<file path="config.mk">
export PLATFORM = sky130hd
export DESIGN_NAME = fixed_point_divider
export DESIGN_NICKNAME = d
export VERILOG_FILES = /design/src/rtl/fixed_point_divider.sv
export SDC_FILE = /design/constraint.sdc
export NUM_CORES = 1
export LEC_CHECK = 0
export ABC_CLOCK_PERIOD_IN_PS = 3600
export CAP_MARGIN = 40
export CORE_ASPECT_RATIO = 0.6
export CORE_MARGIN = 2
export CORE_UTILIZATION = 40
export CTS_BUF_LIST = sky130_fd_sc_hd__clkbuf_8 sky130_fd_sc_hd__clkbuf_16
export DETAILED_ROUTE_END_ITERATION = 10
export SLEW_MARGIN = 20
export SYNTH_ARGS = -nofsm -noshare
export SYNTH_HDL_FRONTEND = slang
export SYNTH_SLANG_ARGS = --single-unit
export TNS_END_PERCENT = 5
</file>
<file path="constraint.sdc">
create_clock -name clk_in -period 3.6 [get_ports clk_in]
set_input_delay 0.72 -clock clk_in [delete_from_list [all_inputs] [get_ports clk_in]]
set_output_delay 0.72 -clock clk_in [all_outputs]
set_load 0.03 [all_outputs]
</file>
<file path="src/rtl/fixed_point_divider.sv">
// Sign-magnitude fixed-point divider (Qq_m.q_n), restoring algorithm,
// one quotient bit per clock, MSB first. Saturates on overflow and on
// divide-by-zero, with a separate flag for each case.
module fixed_point_divider #(
    parameter int sign = 1,
    parameter int q_m  = 15,
    parameter int q_n  = 16,
    localparam int W   = sign + q_m + q_n,
    localparam int M   = W - 1,
    localparam int N   = M + q_n
) (
    input  logic         clk_in,
    input  logic         rst_n_in,
    input  logic         start_in,
    input  logic [W-1:0] a_in,
    input  logic [W-1:0] b_in,
    output logic [W-1:0] y_out,
    output logic         valid_out,
    output logic         busy_out,
    output logic         div_by_zero_out,
    output logic         overflow_out
);

    localparam int CW = $clog2(N);

    typedef enum logic [1:0] {
        IDLE,
        DIVIDE,
        DONE
    } state_t;

    state_t          state, state_nxt;
    logic [CW-1:0]   count;
    logic [N-1:0]    dvd;      // dividend shifts out the top, quotient shifts in the bottom
    logic [M-1:0]    rem;
    logic [M-1:0]    dvs;
    logic            sgn;
    logic            dbz;
    logic [M:0]      trial;
    logic [M:0]      diff;
    logic            q_bit;
    logic [M-1:0]    rem_nxt;

    // Restoring step: bring down the next dividend bit and try a subtract
    always_comb begin
        trial   = {rem, dvd[N-1]};
        diff    = trial - {1'b0, dvs};
        q_bit   = (trial >= {1'b0, dvs});
        rem_nxt = q_bit ? diff[M-1:0] : trial[M-1:0];
    end

    // Next-state logic
    always_comb begin
        state_nxt = state;
        case (state)
            IDLE: begin
                if (start_in) begin
                    state_nxt = (b_in[M-1:0] == '0) ? DONE : DIVIDE;
                end
            end
            DIVIDE: begin
                if (count == '0) begin
                    state_nxt = DONE;
                end
            end
            DONE:    state_nxt = IDLE;
            default: state_nxt = IDLE;
        endcase
    end

    // State register
    always_ff @(posedge clk_in) begin
        if (!rst_n_in) begin
            state <= IDLE;
        end else begin
            state <= state_nxt;
        end
    end

    // Busy whenever an operation is in flight
    always_comb begin
        busy_out = (state != IDLE);
    end

    // Datapath: capture operands, iterate, and register the result in DONE
    always_ff @(posedge clk_in) begin
        if (!rst_n_in) begin
            y_out           <= '0;
            valid_out       <= 1'b0;
            div_by_zero_out <= 1'b0;
            overflow_out    <= 1'b0;
            count           <= '0;
            dvd             <= '0;
            rem             <= '0;
            dvs             <= '0;
            sgn             <= 1'b0;
            dbz             <= 1'b0;
        end else begin
            valid_out <= 1'b0;
            case (state)
                IDLE: begin
                    if (start_in) begin
                        dvd   <= {a_in[M-1:0], {q_n{1'b0}}};
                        rem   <= '0;
                        dvs   <= b_in[M-1:0];
                        sgn   <= a_in[W-1] ^ b_in[W-1];
                        dbz   <= (b_in[M-1:0] == '0);
                        count <= CW'(N - 1);
                    end
                end
                DIVIDE: begin
                    dvd <= {dvd[N-2:0], q_bit};
                    rem <= rem_nxt;
                    if (count != '0) begin
                        count <= count - CW'(1);
                    end
                end
                DONE: begin
                    valid_out <= 1'b1;
                    if (dbz) begin
                        y_out           <= {sgn, {M{1'b1}}};
                        div_by_zero_out <= 1'b1;
                        overflow_out    <= 1'b0;
                    end else if (|dvd[N-1:M]) begin
                        y_out           <= {sgn, {M{1'b1}}};
                        div_by_zero_out <= 1'b0;
                        overflow_out    <= 1'b1;
                    end else begin
                        y_out           <= {sgn, dvd[M-1:0]};
                        div_by_zero_out <= 1'b0;
                        overflow_out    <= 1'b0;
                    end
                end
                default: ;
            endcase
        end
    end

endmodule

</file>
# Yosys cells after proc, flatten, opt, wreduce, memory -nomap -nowiden
# Index checks and enable logic that the tools add are counted.
# word_totals
output_inout_bits,36
ff_bits,154
inputBits,67
# op_classes
reduce_logical,11
bitwise_logic,1
n_addsub,2
n_lt_le_gt_ge,1
n_eq_ne,5
muxes,18
# ops
operator,count
31-bit 2-to-1 mux,4
47-bit case mux with 2 select lines,1
31-bit case mux with 2 select lines,1
47-bit 2-to-1 mux,1
32-bit by 31-bit >= comparator with 1-bit output,1
31-bit zero test,1
31-bit subtractor,1
16-bit OR reduction,1
6-bit 2-to-1 mux,2
6-bit case mux with 2 select lines,1
6-bit zero test,1
2-bit 2-to-1 mux,3
"2-bit inequality test, second input constant",3
2-bit AND reduction,3
6-bit nonzero test,1
"6-bit by 1-bit subtractor with 6-bit output, second input constant",1
1-bit 2-to-1 mux,4
2-bit case mux with 2 select lines,1
2-bit nonzero test,2
3-bit AND reduction,1
"2-bit by 1-bit == test with 1-bit output, second input constant",1
"2-bit == test, second input constant",1
2-bit zero test,1
1-bit XOR,1

# Longest topological paths before layout
# Gate-level depths: netlist (run 1).
# logic_depth
depth_word,4
ltp_mapped,14
mapped_depth_nobuf,12

# Worst setup path before layout (run 1)
# No wires, ideal clock.
# synth_timing
kind,register to register
start,register dvd[46]
end,register rem[30]
arrival_time_ps,2579
n_path_buf,1
slack_ps,904
synth_period_minus_slack_ps,2696
setup_ps,117
t_required_ps,3483
stages_incl_launch_ff,14
path_cell_list,dfxtp_1 > inv_1 > ha_1 > inv_1 > fa_1 > a211oi_1 > o211a_1 > a211oi_2 > o31a_1 > o21ai_1 > a31oi_1 > buf_6 > or2_1 > a32o_2
# synth_between
elab_chain_len,3
# synth_lines
element,line,text
start: declaration,34,logic [N-1:0] dvd;
start signal: assignment,103,"dvd <= {a_in[M-1:0], {q_n{1'b0}}};"
start signal: assignment,112,"dvd <= {dvd[N-2:0], q_bit};"
31-bit subtractor or 32-bit by 31-bit >= comparator with 1-bit output (tied branches),"47, 48",
31-bit 2-to-1 mux *,49,rem_nxt = q_bit ? diff[M-1:0] : trial[M-1:0];
31-bit case mux with 2 select lines *,100,case (state)
end signal: assignment,113,rem <= rem_nxt;
end: declaration,35,logic [M-1:0] rem;
# Mark *: on every way between the ends. The rest lies on a longest branch, timed or not.
# A chain may end at the register's enable or synchronous reset.

# Worst setup path after layout (run 1)
# layout_timing
start,register dvd[46]
end,register rem[0]
# The elaborated chain is that of the path after synthesis.

==> results.cfg, run 1 <==
[global_routing]
grt_pass1_vias = 6358
antenna_found_initial = 1
grt_max_degree = 79
grt-ovfl-total = 0
grt_pass1_wl_um = 34100
gr-usage-all-layers = 0.199

[hold_path]
hold_path.class = register to register
hold_end = dvs[29]
worstHoldStart = dvs[29]
min_delay_path_depth = 2

[setup_path]
cp_max_fo = 14
worstReg2RegStart = dvd[46]
r2r_setup_slack_ps = 490
worst-setup-path-type = register to register
critPathLaunchType = register
reg2reg_depth = 13
cp.arrival_ps = 3430
worstReg2RegEnd = rem[0]
cp.required_ps = 3920
endpoint_kind = register

[power]
p_per_area_nw_per_um2 = 598
max-vdd-ir-drop_v = 0.000369
p_leak_nw = 3.94

[placement]
dpl.hpwl_um = 14300
gp_congestion = 0.847
placed_area_sq_um = 9190
port_buffers = 102

[sta]
finalSetupTns_ps = 0
rsz0062_at_grt = false
fmax_mhz = 321
clock_skew_ps = 9.93
slew_headroom = 0.484
worst_slew_pin_slew_ps = 774
setup_violations = 0
slew_violations = 0
period_needed_ps = 3110
hold_viol = 0
period_share = 0.865
holdWs_ps = 461

[cts]
post_cts_buffers = 0
clock_path_buffers = 2
clk_pin_slew_worst_paths_ps = 60
clk_latency_ps = 430
numCtsBuffers = 17
cts_resized = 0
cts.sinks = 154
cts_tree = built
cts-root-buf = clkbuf_16
holdBufCountCts = 0
htreeDepth = 4

[detailed_routing]
via_per_inst = 5.24
routed_wl_um = 20200
drtIter0Drc = 514
detail_route.wl_per_cell_um = 15.5
dr.pass1.iters = 5
vias = 6823
ant_nets = 0
drc = 0

[floorplan]
rows = 40
die_area_sq_um = 21200
start_util = 0.405
io_pins = 103
core_sq_um = 19800
die_y_um = 114
die_w_um = 187

[finish]
fillers = 1926
diodes = 0
syn2layout_area_growth_pct = 21.6
fin_area_sq_um = 9750
layout-drive-gt1-share = 0.0991
utilization = 0.492
nets = 1117

[synth]
synth-xor-area-share = 0.0328
yosys.area_share.simple = 0.195
synth_warnings = 0
synth_area_sq_um = 8020
syn_inst = 950
synth_area_per_cell_sq_um = 8.44
muxShareOfSynthArea = 0.0275
synthDistinctLibCells = 74
synthAdderAreaFrac = 0.0540
synth_compound_area_frac = 0.247
synth-edff-count = 0
synthArstFlopShare = 0
synth_seq_cells = 154
synth_top_family_by_area = compound AO/OA/AOI/OAI gates
yosys_most_used_dff = dfxtp_1
syn-num-nets = 1051
seq_area_frac_synth = 0.384

[run]
maxCapViolCount = 0

[outcome]
outcome = finished clean
## routing by layer
metal  vias to the layer above  share of wire  track usage
met5                         -        0.00059            0
met2                       141           0.37        0.252
li1                       3503              -            -
met1                      3167           0.58        0.325
met3                        10          0.052       0.0458
met4                         2         0.0048       0.0434
## sequential cells by signal, indices dropped and copies added (netlist names)
register and flops:
count 6, dbz 1, div_by_zero_out 1, dvd 47, dvs 31, overflow_out 1, rem 31, sgn 1
state 2, valid_out 1, y_out 32
## where the power goes
part	switching, mW	internal, mW
Combinational	1.19	0.934
Clock	0.767	0.961
Sequential	0.117	1.87
## placed cells by master, fill, tap and decap left out, types with 12 or more instances in the layout
cell | Yosys | final
nand3_1 | 53 | 53
nor2_1 | 22 | 21
o211a_1 | 33 | 33
inv_1 | 40 | 40
xnor2_1 | 15 | 15
xor2_1 | 15 | 15
ha_1 | 33 | 33
mux2i_1 | 22 | 22
clkbuf_16 | 0 | 17
nand2_1 | 201 | 200
dfxtp_1 | 154 | 154
a21boi_0 | 50 | 50
clkdlybuf4s50_1 | 0 | 101
a21oi_1 | 38 | 38
o21ai_1 | 34 | 34
nor4_1 | 14 | 14
o221a_2 | 31 | 31
buf_4 | 4 | 12
## cells in the mapped netlist (all sizes together) (2+ instances only)
cell type,instances,area share
a21o,11,0.011
o21bai,5,0.0047
a221o,2,0.0025
dfxtp,154,0.38
ha,33,0.051
o21ai,39,0.024
o31ai,2,0.0025
and3,5,0.0041
inv,41,0.019
nor4,14,0.011
nand4,10,0.0078
o211a,33,0.041
nor3,7,0.0044
nand2b,5,0.0039
nor2,24,0.012
nand3,54,0.034
o221a,31,0.044
nor2b,8,0.0062
a2bb2oi,7,0.0076
clkbuf,54,0.028
mux2i,22,0.027
a21boi,53,0.050
xor2,15,0.016
a21oi,39,0.025
or2,3,0.0023
a31oi,6,0.0047
o21a,5,0.0047
o211ai,5,0.0047
and4,2,0.0025
and2,5,0.0044
buf,13,0.012
or4,2,0.0019
xnor2,15,0.016
a211oi,2,0.0025
nand2,202,0.095
a22o,2,0.0022
## worst max path at each step
stage | cells after the start | slack, ps | startpoint | endpoint
2_1_floorplan | 13 | 900 | dvd[46] | rem[30]
3_3_place_gp | 13 | 560 | dvd[46] | rem[0]
3_5_place_dp | 13 | 490 | dvd[46] | rem[0]
4_1_cts | 13 | 480 | dvd[46] | rem[0]
5_1_grt | 13 | 220 | dvd[46] | rem[17]
6_report | 13 | 490 | dvd[46] | rem[0]
## cells by family (layout without fill, tap and decap cells)
| kind of cell | after synthesis | count (layout) |
|---|---|---|
| flip-flops | 154 | 154 |
| AND/OR/NAND/NOR | 346 | 346 |
| adder cells (fa/ha/maj) | 34 | 34 |
| multiplexers | 22 | 22 |
| AO/OA/AOI/OAI | 256 | 256 |
| buffers and inverters | 108 | 187 |
| XOR/XNOR | 30 | 30 |
## metrics by stage
step	setup slack (ps)	instances	total power, mW
2_1_floorplan	904	950	3.63
3_3_place_gp	561	1269	4.11
3_5_place_dp	494	1270	4.12
4_1_cts	477	1302	5.87
5_1_grt	224	1302	6.19
6_report	486	1302	5.83
## critical path, stage by stage (launching register included)
cell and delay, ps:
dfxtp_1 320, inv_1 90, ha_1 170, inv_1 60, fa_1 410, a211oi_1 330
o211a_1 220, a211oi_2 60, o31a_1 300, o21ai_1 220, a31oi_4 240, buf_4 270
mux2i_1 130, a22o_1 190
## area by class of cell
cell class / count / area, sq um / share of cell area
Multi-Input combinational cell: 688 / 4490 / 0.460
Sequential cell: 154 / 3080 / 0.316
Timing Repair Buffer: 114 / 1120 / 0.114
Clock buffer: 17 / 425 / 0.0436
Tap cell: 273 / 342 / 0.0350
Inverter: 41 / 154 / 0.0158
Clock inverter: 15 / 143 / 0.0146
(Power assumes the default switching activity.)
==> run 2, diff against run 1 <==
--- a/config.mk
+++ b/config.mk
@@ -9,9 +9,10 @@
 export CAP_MARGIN = 40
 export CORE_ASPECT_RATIO = 0.6
 export CORE_MARGIN = 2
-export CORE_UTILIZATION = 40
+export CORE_UTILIZATION = 56
 export CTS_BUF_LIST = sky130_fd_sc_hd__clkbuf_8 sky130_fd_sc_hd__clkbuf_16
 export DETAILED_ROUTE_END_ITERATION = 10
+export PLACE_DENSITY = 0.81
 export SLEW_MARGIN = 20
 export SYNTH_ARGS = -nofsm -noshare
 export SYNTH_HDL_FRONTEND = slang
==> results.cfg, run 2 (same netlist as run 1, synthesis figures left out) <==
[outcome]
outcome = finished clean

[setup_path]
cp_max_fo = 13
worstReg2RegEnd = rem[30]
crit_slowest_cell = fa_1
reg2reg_depth = 12
endpoint_kind = register
worstReg2RegStart = dvd[46]
cp.arrival_ps = 3490
critPathLaunchType = register
path_cells = inv_1, ha_1, inv_1, fa_1, a211oi_1, o211a_1, a211oi_2, o31a_1, o21ai_1, a31oi_4, or2_1, a32o_2
r2r_setup_slack_ps = 430
cp.required_ps = 3920
cpMostUsedCell = inv_1
max_stage_delay_ps = 410
worst-setup-path-type = register to register

[hold_path]
min_delay_path_depth = 2
worstHoldStart = dvs[6]
hold_path.class = register to register
hold_end = dvs[6]

[placement]
post-place-ws_ps = 523
gp_congestion = 0.908
dpl.hpwl_um = 13700
port_buffers = 102
placed_area_sq_um = 9100
dp.cells = 1189

[cts]
clk_pin_slew_worst_paths_ps = 70
clock_path_buffers = 2
numCtsBuffers = 17
cts-root-buf = clkbuf_16
htreeDepth = 4
cts_tree = built
clk_latency_ps = 430
cts.sinks = 154
holdBufCountCts = 0
cts_resized = 0
post_cts_buffers = 0

[finish]
reg_top3 = dvd: 47 flops, y_out: 32 flops
syn2layout_area_growth_pct = 21.0
nets = 1117
final_cell_count_no_fill = 1221
largest_register_ffs = 47
final_cell_mix = nand2_1, dfxtp_1, clkdlybuf4s50_1
utilization = 0.701
diodes = 0
final_common_cell = nand2_1
layout-drive-gt1-share = 0.0982
regMostFlops = dvd
fin_area_sq_um = 9700

[global_routing]
grt-busiest-layer = met1
grt_pass1_wl_um = 33400
use_met1 = 0.432
antenna_found_initial = 0
grt_max_degree = 79
grt_pass1_vias = 6489
grt_use_met2 = 0.367
grt.met3_usage = 0.0479
gr-usage-all-layers = 0.270
grt-ovfl-total = 0

[sta]
rsz0062_at_grt = false
worst_slew_pin_slew_ps = 761
holdWs_ps = 464
setup_violations = 0
slew_violations = 0
period_share = 0.881
clock_skew_ps = 14.2
finalSetupTns_ps = 0
period_needed_ps = 3170
slew_headroom = 0.493
setup_slack_ps = 428
hold_viol = 0
fmax_mhz = 315

[power]
p_per_area_nw_per_um2 = 620
p_leak_nw = 3.99
p_total_mw = 6.02
max-vdd-ir-drop_v = 0.000285

[floorplan]
die_w_um = 158
start_util = 0.580
io_pins = 103
die_area_sq_um = 15300
rows = 33
die_y_um = 96.7
core_sq_um = 13800

[detailed_routing]
drtIter0Drc = 595
dr.pass1.iters = 5
routed_wl_um = 20100
ant_nets = 0
via_per_inst = 5.84
drc = 0
detail_route.wl_per_cell_um = 16.5
vias = 7136

[run]
maxCapViolCount = 0
## run 2: layout make-up
class	count	area, sq um
clock buffer	17	425
clock inverter	15	181
fill	1075	4130
inverter	41	154
multi-input combinational	688	4490
sequential	154	3080
tap	192	240
timing repair buffer	114	1130
## run 2: where the power goes
group	leakage (nW)	switching [mW]	total (mW)	internal [mW]
Clock	0.297	0.804	1.86	1.05
Sequential	1.26	0.121	1.99	1.87
Combinational	2.43	1.22	2.17	0.956
Total	3.99	2.14	6.02	3.87
## run 2: worst max path at each step
stage / slack (ps) / start / end
2_1_floorplan: 900 / dvd[46] / rem[30]
3_3_place_gp: 600 / dvd[46] / rem[30]
6_report: 430 / dvd[46] / rem[30]
3_5_place_dp: 520 / dvd[46] / rem[30]
4_1_cts: 440 / dvd[46] / rem[30]
5_1_grt: 260 / dvd[46] / rem[30]
## run 2: worst max-delay path, delay by kind of cell (launching register included)
kind                       cells  cell delay (ps)
AOI/OAI and AO/OA              7             1700
and+or+nand+nor                1              300
DFF                            1              310
buffers and inverters          2              150
adders and majority gates      2              590
## run 2: metal layers
layer  wire length, um  vias to the layer above
met5                 0                        -
met4               264                        0
met3              1500                       27
met2              8190                      269
met1             10200                     3327
li1                  -                     3513
==> run 3, diff against run 2 <==
--- a/config.mk
+++ b/config.mk
@@ -11,8 +11,10 @@
 export CORE_MARGIN = 2
 export CORE_UTILIZATION = 56
 export CTS_BUF_LIST = sky130_fd_sc_hd__clkbuf_8 sky130_fd_sc_hd__clkbuf_16
+export CTS_CLUSTER_SIZE = 10
 export DETAILED_ROUTE_END_ITERATION = 10
 export PLACE_DENSITY = 0.81
+export SKIP_LAST_GASP = 1
 export SLEW_MARGIN = 20
 export SYNTH_ARGS = -nofsm -noshare
 export SYNTH_HDL_FRONTEND = slang
==> results of run 3 <==
Same layout as run 2: the final DEF is identical, and so are final timing and power.
